`config.mk`:
```
export PLATFORM = sky130hd
export DESIGN_NAME = aclk_time_counter_gen
export DESIGN_NICKNAME = d
export VERILOG_FILES = /design/src/rtl/aclk_pkg.sv /design/src/rtl/aclk_bcd_mod60.sv /design/src/rtl/aclk_time_counter_gen.sv
export SDC_FILE = /design/constraint.sdc
export NUM_CORES = 1
export LEC_CHECK = 0
export ABC_AREA = 1
export BUFFER_PORTS_ARGS = -buffer_cell sky130_fd_sc_hd__buf_2
export CORE_UTILIZATION = 53
export DETAILED_ROUTE_END_ITERATION = 12
export PLACE_DENSITY = 0.82
export SKIP_LAST_GASP = 1
export SYNTH_ARGS = -nofsm -noshare
export SYNTH_HDL_FRONTEND = slang
export SYNTH_SLANG_ARGS = --single-unit
```
`constraint.sdc`:
```
create_clock -name i_clk -period 1.71 [get_ports i_clk]
set_clock_uncertainty 0.05 [all_clocks]
set_input_delay 0.171 -clock i_clk [delete_from_list [all_inputs] [get_ports i_clk]]
set_output_delay 0.171 -clock i_clk [all_outputs]
set_load 0.01 [all_outputs]
```
`src/rtl/aclk_pkg.sv`:
```
`default_nettype none
// +--------------------------------------------------------------------------+
// | Package     : aclk_pkg                                                   |
// | Description : Shared types, digit limits and the legal-time check for    |
// |               the alarm clock time-of-day counter.                       |
// | Revision    : 1.0 - initial release                                      |
// +--------------------------------------------------------------------------+
package aclk_pkg;

  typedef logic [3:0] bcd_t;

  localparam bcd_t       c_ms60_max     = 4'd5;   // tens digit of sec/min
  localparam bcd_t       c_ls_max       = 4'd9;   // any units digit
  localparam bcd_t       c_hr_ms_max    = 4'd2;   // tens digit of hour
  localparam bcd_t       c_hr_ls_max_20 = 4'd3;   // units digit when hour is 2x
  localparam logic [7:0] c_hr12_offset  = 8'h12;  // 24 h -> 12 h offset, BCD

  // True when the supplied digits form a valid 24 h time. Seconds digits
  // only matter when the counter actually keeps seconds.
  function automatic logic time_legal(
    input bcd_t hr_ms,
    input bcd_t hr_ls,
    input bcd_t min_ms,
    input bcd_t min_ls,
    input bcd_t sec_ms,
    input bcd_t sec_ls,
    input logic sec_en
  );
    logic ok;
    ok = (hr_ms <= c_hr_ms_max) && (hr_ls <= c_ls_max) &&
         !((hr_ms == c_hr_ms_max) && (hr_ls > c_hr_ls_max_20)) &&
         (min_ms <= c_ms60_max) && (min_ls <= c_ls_max);
    if (sec_en) begin
      ok = ok && (sec_ms <= c_ms60_max) && (sec_ls <= c_ls_max);
    end
    return ok;
  endfunction

endpackage
`default_nettype wire

```
`src/rtl/aclk_bcd_mod60.sv`:
```
`default_nettype none
// +--------------------------------------------------------------------------+
// | Module      : aclk_bcd_mod60                                             |
// | Description : Two-digit BCD counter 00-59 with load and carry-out.       |
// | Ports       : i_clk     - clock, rising edge                             |
// |               i_reset   - synchronous active-low reset                   |
// |               i_inc     - advance by one                                 |
// |               i_load    - load i_ld_ms/i_ld_ls (wins over i_inc)         |
// |               o_ms/o_ls - current value                                  |
// |               o_carry   - combinational: i_inc while at 59               |
// | Revision    : 1.0 - initial release                                      |
// +--------------------------------------------------------------------------+
module aclk_bcd_mod60
  import aclk_pkg::*;
#(
  parameter logic [7:0] RST_VAL = 8'h00
) (
  input  logic i_clk,
  input  logic i_reset,
  input  logic i_inc,
  input  logic i_load,
  input  bcd_t i_ld_ms,
  input  bcd_t i_ld_ls,
  output bcd_t o_ms,
  output bcd_t o_ls,
  output logic o_carry
);

  bcd_t r_ms;
  bcd_t r_ls;
  logic w_ls_wrap;
  logic w_at_max;

  assign w_ls_wrap = (r_ls == c_ls_max);
  assign w_at_max  = w_ls_wrap && (r_ms == c_ms60_max);
  // Carry is combinational so the next stage advances on the same edge.
  assign o_carry   = i_inc && w_at_max;

  always_ff @(posedge i_clk) begin
    if (!i_reset) begin
      r_ms <= RST_VAL[7:4];
      r_ls <= RST_VAL[3:0];
    end else if (i_load) begin
      r_ms <= i_ld_ms;
      r_ls <= i_ld_ls;
    end else if (i_inc) begin
      if (w_ls_wrap) begin
        r_ls <= '0;
        r_ms <= (r_ms == c_ms60_max) ? '0 : r_ms + 4'd1;
      end else begin
        r_ls <= r_ls + 4'd1;
      end
    end
  end

  assign o_ms = r_ms;
  assign o_ls = r_ls;

endmodule
`default_nettype wire

```
`src/rtl/aclk_time_counter_gen.sv`:
```
`default_nettype none
// +--------------------------------------------------------------------------+
// | Module      : aclk_time_counter_gen                                      |
// | Description : BCD 24 h time-of-day counter (HH:MM[:SS]) with validated   |
// |               load, count enable, rollover strobes and a registered     |
// |               12 h display view with AM/PM flag.                         |
// | Ports       : i_clk, i_reset (sync, active-low)                          |
// |               i_tick, i_count_en  - count pulse and its enable           |
// |               i_load, i_ld_*      - parallel load request / value        |
// |               i_mode_12h          - display format select                |
// |               o_hr_*/o_min_*/o_sec_* - current time, 24 h BCD            |
// |               o_disp_hr_*, o_pm   - display hour and PM flag             |
// |               o_load_err          - pulse: load rejected                 |
// |               o_min/hr/day_strobe - rollover pulses                      |
// | Revision    : 1.0 - initial release                                      |
// +--------------------------------------------------------------------------+
module aclk_time_counter_gen
  import aclk_pkg::*;
#(
  parameter bit         SEC_EN  = 1'b1,
  parameter logic [7:0] RST_HR  = 8'h00,
  parameter logic [7:0] RST_MIN = 8'h00
) (
  input  logic       i_clk,
  input  logic       i_reset,
  input  logic       i_tick,
  input  logic       i_count_en,
  input  logic       i_load,
  input  logic       i_mode_12h,
  input  logic [3:0] i_ld_hr_ms,
  input  logic [3:0] i_ld_hr_ls,
  input  logic [3:0] i_ld_min_ms,
  input  logic [3:0] i_ld_min_ls,
  input  logic [3:0] i_ld_sec_ms,
  input  logic [3:0] i_ld_sec_ls,
  output logic [3:0] o_hr_ms,
  output logic [3:0] o_hr_ls,
  output logic [3:0] o_min_ms,
  output logic [3:0] o_min_ls,
  output logic [3:0] o_sec_ms,
  output logic [3:0] o_sec_ls,
  output logic [3:0] o_disp_hr_ms,
  output logic [3:0] o_disp_hr_ls,
  output logic       o_pm,
  output logic       o_load_err,
  output logic       o_min_strobe,
  output logic       o_hr_strobe,
  output logic       o_day_strobe
);

  logic w_ld_legal;
  logic w_ld_ok;
  logic w_tick_acc;
  logic w_min_inc;
  logic w_hr_inc;
  logic w_hr_at_max;
  bcd_t w_sec_ms;
  bcd_t w_sec_ls;
  bcd_t w_min_ms;
  bcd_t w_min_ls;

  bcd_t r_hr_ms;
  bcd_t r_hr_ls;
  bcd_t r_disp_ms;
  bcd_t r_disp_ls;
  logic r_pm;
  logic r_load_err;
  logic r_min_strobe;
  logic r_hr_strobe;
  logic r_day_strobe;

  // 24 h -> display hour. 00 shows as 12; 13-23 subtract 12 digit-wise
  // with a borrow from the tens digit when the units digit is too small.
  function automatic logic [7:0] to_disp(
    input bcd_t hr_ms,
    input bcd_t hr_ls,
    input logic mode_12h
  );
    bcd_t ms;
    bcd_t ls;
    ms = hr_ms;
    ls = hr_ls;
    if (mode_12h) begin
      if ({hr_ms, hr_ls} == 8'h00) begin
        ms = c_hr12_offset[7:4];
        ls = c_hr12_offset[3:0];
      end else if ({hr_ms, hr_ls} > c_hr12_offset) begin
        if (hr_ls >= c_hr12_offset[3:0]) begin
          ls = hr_ls - c_hr12_offset[3:0];
          ms = hr_ms - c_hr12_offset[7:4];
        end else begin
          ls = hr_ls + (4'd10 - c_hr12_offset[3:0]);
          ms = hr_ms - c_hr12_offset[7:4] - 4'd1;
        end
      end
    end
    return {ms, ls};
  endfunction

  assign w_ld_legal = time_legal(i_ld_hr_ms, i_ld_hr_ls, i_ld_min_ms,
                                 i_ld_min_ls, i_ld_sec_ms, i_ld_sec_ls, SEC_EN);
  assign w_ld_ok    = i_load && w_ld_legal;
  // Any load request (legal or not) swallows a coincident tick.
  assign w_tick_acc = i_tick && i_count_en && !i_load;

  generate
    if (SEC_EN) begin : g_sec
      aclk_bcd_mod60 #(.RST_VAL(8'h00)) u_sec (
        .i_clk   (i_clk),
        .i_reset (i_reset),
        .i_inc   (w_tick_acc),
        .i_load  (w_ld_ok),
        .i_ld_ms (i_ld_sec_ms),
        .i_ld_ls (i_ld_sec_ls),
        .o_ms    (w_sec_ms),
        .o_ls    (w_sec_ls),
        .o_carry (w_min_inc)
      );
    end else begin : g_nosec
      assign w_sec_ms  = '0;
      assign w_sec_ls  = '0;
      assign w_min_inc = w_tick_acc;
    end
  endgenerate

  aclk_bcd_mod60 #(.RST_VAL(RST_MIN)) u_min (
    .i_clk   (i_clk),
    .i_reset (i_reset),
    .i_inc   (w_min_inc),
    .i_load  (w_ld_ok),
    .i_ld_ms (i_ld_min_ms),
    .i_ld_ls (i_ld_min_ls),
    .o_ms    (w_min_ms),
    .o_ls    (w_min_ls),
    .o_carry (w_hr_inc)
  );

  assign w_hr_at_max = (r_hr_ms == c_hr_ms_max) && (r_hr_ls == c_hr_ls_max_20);

  // Hour digits, rollover strobes and load error.
  always_ff @(posedge i_clk) begin
    if (!i_reset) begin
      r_hr_ms      <= RST_HR[7:4];
      r_hr_ls      <= RST_HR[3:0];
      r_min_strobe <= 1'b0;
      r_hr_strobe  <= 1'b0;
      r_day_strobe <= 1'b0;
      r_load_err   <= 1'b0;
    end else begin
      r_min_strobe <= w_min_inc;
      r_hr_strobe  <= w_hr_inc;
      r_day_strobe <= w_hr_inc && w_hr_at_max;
      r_load_err   <= i_load && !w_ld_legal;
      if (w_ld_ok) begin
        r_hr_ms <= i_ld_hr_ms;
        r_hr_ls <= i_ld_hr_ls;
      end else if (w_hr_inc) begin
        if (w_hr_at_max) begin
          r_hr_ms <= '0;
          r_hr_ls <= '0;
        end else if (r_hr_ls == c_ls_max) begin
          r_hr_ls <= '0;
          r_hr_ms <= r_hr_ms + 4'd1;
        end else begin
          r_hr_ls <= r_hr_ls + 4'd1;
        end
      end
    end
  end

  // Display view lags the hour registers by one cycle.
  always_ff @(posedge i_clk) begin
    if (!i_reset) begin
      {r_disp_ms, r_disp_ls} <= to_disp(RST_HR[7:4], RST_HR[3:0], i_mode_12h);
      r_pm                   <= 1'b0;
    end else begin
      {r_disp_ms, r_disp_ls} <= to_disp(r_hr_ms, r_hr_ls, i_mode_12h);
      r_pm                   <= ({r_hr_ms, r_hr_ls} >= c_hr12_offset);
    end
  end

  assign o_hr_ms      = r_hr_ms;
  assign o_hr_ls      = r_hr_ls;
  assign o_min_ms     = w_min_ms;
  assign o_min_ls     = w_min_ls;
  assign o_sec_ms     = w_sec_ms;
  assign o_sec_ls     = w_sec_ls;
  assign o_disp_hr_ms = r_disp_ms;
  assign o_disp_hr_ls = r_disp_ls;
  assign o_pm         = r_pm;
  assign o_load_err   = r_load_err;
  assign o_min_strobe = r_min_strobe;
  assign o_hr_strobe  = r_hr_strobe;
  assign o_day_strobe = r_day_strobe;

endmodule
`default_nettype wire

```
==> flow_summary.yaml <==
synthesis:
  synth.cell_area_mm2: 0.00256
  ys_top_cells_by_area: "dfxtp_1 (29%), nand2_1 (11%), nand3_1 (8.8%)"
  synth_edf_count: 0
  syn-num-nets: 421
  synth_top_cells_by_count: "nand2_1 (74), nor2_1 (48), nand3_1 (45), inv_1 (39), dfxtp_1 (37)"
  yosysMostFrequentCell: "nand2_1"
  syn_avg_cell_area_um2: 6.74
  dominantRegCellSynth: "dfxtp_1"
  synthCells: 380
  yosys.area.top_type: "dfxtp_1"
  synth_top_area_share_pct: 28.9
  synth_cell_types: 36
  synth_seq_area_share_pct: 28.9
  yosys_warnings: 0
  ys_ff_latch: 37
  synthArstFlopShare_pct: 0
critical_path:
  critPathLaunchType: "flop"
  cp_top_family: "simple AND/OR/NAND/NOR gates"
  max_stage_delay_ns: 0.32
  r2r-start: "o_hr_ms[0]$_SDFFE_PN0P_"
  required_ns: 1.86
  critPathBufInv: 2
  end_kind: "flop"
  crit_arrival_ns: 1.75
  cp_slowest_cell: "dfxtp_1"
  crit_fanout: 7
  worstReg2RegEnd: "o_hr_ms[3]$_SDFFE_PN0P_"
  reg2reg_depth: 9
  critPathCapture: "o_hr_ms[3]$_SDFFE_PN0P_"
  worstSetupPathDepth: 9
  path_cells: "inv_2, ha_1, nand3_1, nor2_2, inv_1, o21ai_0, nor2_1, nor2_2, nor2_1"
  path_class: "reg -> reg"
  critPathLaunch: "o_hr_ms[0]$_SDFFE_PN0P_"
  r2r_slack_ns: 0.11
power_and_ir_drop:
  cell_internal_pwr_mw: 1.29
  switching_share_pct: 24.6
  p_seq_share_pct: 51.1
  clockPowerShare_pct: 40.7
  power_mw: 1.71
  p_leak_nw: 1.66
  combPwrFrac_pct: 8.2
  p_per_area_mw_per_mm2: 540
  p_sw_uw: 421
  peakVddDrop_mv: 0.281
final_layout:
  diodes: 0
  nets: 503
  fin_cells: 515
  utilization_pct: 70.2
  area_delta_synth_final_pct: 23.6
  drive_gt1_share_pct: 30.9
  fillers: 385
clock_network:
  htreeDepth: 2
  clkTransAtPathRegs_ns: 0.08
  cts_buffers: 5
  cts_hold_buf: 0
  clockBufferDepth: 2
  tritoncts: "done"
  cts_sinks: 37
  clock_latency_ns: 0.30
  cts_root_buffer: "clkbuf_8"
route:
  ant_nets: 0
  viasPerCell: 5.35
  drt-initial-drc-count: 219
  drc: 0
  wl_mm: 6.54
  vias: 2754
  routedWlPerCell_um: 12.7
  dr.pass1.iters: 4
timing:
  period_share_pct: 93.3
  fmax_ghz: 0.627
  hold_violations: 0
  report.final.slew_viol_count: 0
  worst_pin_slew_ns: 0.448
  rsz0062_at_grt: "true"
  relSlewSlack_pct: 70.0
  final.setup.tns_ns: 0
  fin_crit_ns: 1.60
  setup_violations: 0
floorplanning:
  core_area_mm2: 0.00450
  io_pins: 67
  die_h_um: 71.5
  core.rowCount: 24
  die_area_mm2: 0.00511
  die_w_um: 71.5
  start_util_pct: 56.8
grt:
  grt_pass1_wl_mm: 10.7
  grt_pass1_vias: 2465
  antenna_found_initial: 0
  grt_util_all_layers_pct: 26.3
  grt_start_max_net_pins: 17
  grt_overflow: 0
placed_design:
  placed_cells: 504
  dp_hpwl_mm: 4.88
  portBuffers: 66
  gp_congestion: 0.845
flow_run:
  drv_cap: 0
worst_hold_path:
  hp-class: "in -> reg"
status:
  status: "complete, no violations"
-- state kept, by name, summed over array words and instances, names as in the netlist --
register,flops
g_sec.u_sec.o_ls,4
o_disp_hr_ms,4
o_min_strobe,1
g_sec.u_sec.o_ms,4
o_day_strobe,1
o_disp_hr_ls,4
o_hr_ms,4
o_hr_strobe,1
u_min.o_ms,4
o_pm,1
u_min.o_ls,4
o_load_err,1
o_hr_ls,4
-- worst register-to-register path, cell delays in order, from the launching register on --
cell     delay [ns]
dfxtp_1        0.32
inv_2          0.13
ha_1           0.16
nand3_1        0.12
nor2_2         0.23
inv_1          0.12
o21ai_0        0.10
nor2_1         0.09
nor2_2         0.12
nor2_1         0.05
-- cell families (layout without fill, tap and decap cells) --
family	Yosys count	in the layout	synth area share (%)
AO/OA/AOI/OAI	57	57	11.8
XOR/XNOR	7	7	2.39
adder cells (fa/ha/maj)	11	11	5.38
buffers and inverters	59	142	9.34
flip-flops	37	37	28.9
AND/OR/NAND/NOR	209	209	42.2
-- power by group through the flow --
stage	Sequential [mW]	Clock, mW	Combinational (mW)
finish	0.872	0.695	0.141
global route	0.874	0.739	0.156
CTS	0.874	0.693	0.139
detailed placement	0.894	0	0.139
global placement	0.894	0	0.138
floorplan	0.898	0	0.0636
-- worst min path at each step --
stage,cells after the start,slack [ns],end,from
after detailed placement,3,0.39,u_min.o_ls[0]$_SDFFE_PN0P_,i_ld_min_ls[0]
final,3,0.08,u_min.o_ms[0]$_SDFFE_PN0P_,i_ld_min_ms[0]
after global placement,3,0.39,u_min.o_ls[0]$_SDFFE_PN0P_,i_ld_min_ls[0]
after CTS,3,0.08,g_sec.u_sec.o_ms[0]$_SDFFE_PN0P_,i_ld_sec_ms[0]
after global routing,3,0.08,u_min.o_ms[0]$_SDFFE_PN0P_,i_ld_min_ms[0]
after floorplan,2,0.26,g_sec.u_sec.o_ls[0]$_SDFFE_PN0P_,i_reset
-- cells in the final DEF (no fill, tap or decap), types with 2 or more instances in the layout --
cell / netlist / layout
nand2_1: 74 / 74
buf_2: 5 / 66
nor2_1: 48 / 48
nand3_1: 45 / 45
inv_1: 39 / 38
dfxtp_1: 37 / 32
a21oi_1: 28 / 28
buf_4: 1 / 19
o21ai_0: 12 / 12
inv_2: 10 / 11
o21ai_1: 11 / 11
ha_1: 11 / 11
clkbuf_8: 0 / 7
nor2_4: 4 / 6
nor2_2: 8 / 6
nor3_1: 5 / 5
nand4_1: 5 / 5
nand2_2: 4 / 4
nand2_4: 4 / 4
xor2_1: 4 / 4
dfxtp_2: 0 / 4
nor2_8: 3 / 3
nand4_2: 3 / 3
xnor2_1: 3 / 3
nand3_4: 2 / 2
-- routing by layer --
layer | wire length [um] | global-route usage, % | share of wire, % | up-vias
met4 | 110 | 7.84 | 1.7 | 0
met1 | 2820 | 32.7 | 43 | 1230
met2 | 3150 | 45.6 | 48 | 119
met5 | 0 | 0 | 0 | -
li1 | - | - | - | 1392
met3 | 469 | 5.91 | 7.2 | 13
-- cell type report --
class,instances,area (um^2),area share [%]
Tap cell,52,65.1,2.06
Multi-Input combinational cell,284,1590,50.3
Timing Repair Buffer,85,473,15.0
Clock inverter,1,5.00,0.158
Inverter,49,184,5.81
Sequential cell,37,749,23.7
Clock buffer,7,96.3,3.05
-- stage by stage --
stage	hold slack, ns	cell area, um^2	setup slack (ns)
final	0.0783	3160	0.114
after global routing	0.0848	3160	0.000707
after CTS	0.0838	3120	0.0640
after detailed placement	0.393	3020	0.0834
after global placement	0.388	3020	0.0833
after floorplan	0.263	2560	0.119
-- repair_timing --
action,4_1_cts,5_1_grt
gates resized for setup,0,9
endpoints found under the setup margin,0,12
buffers inserted,0,3
Power figures use the tool's default switching activity.
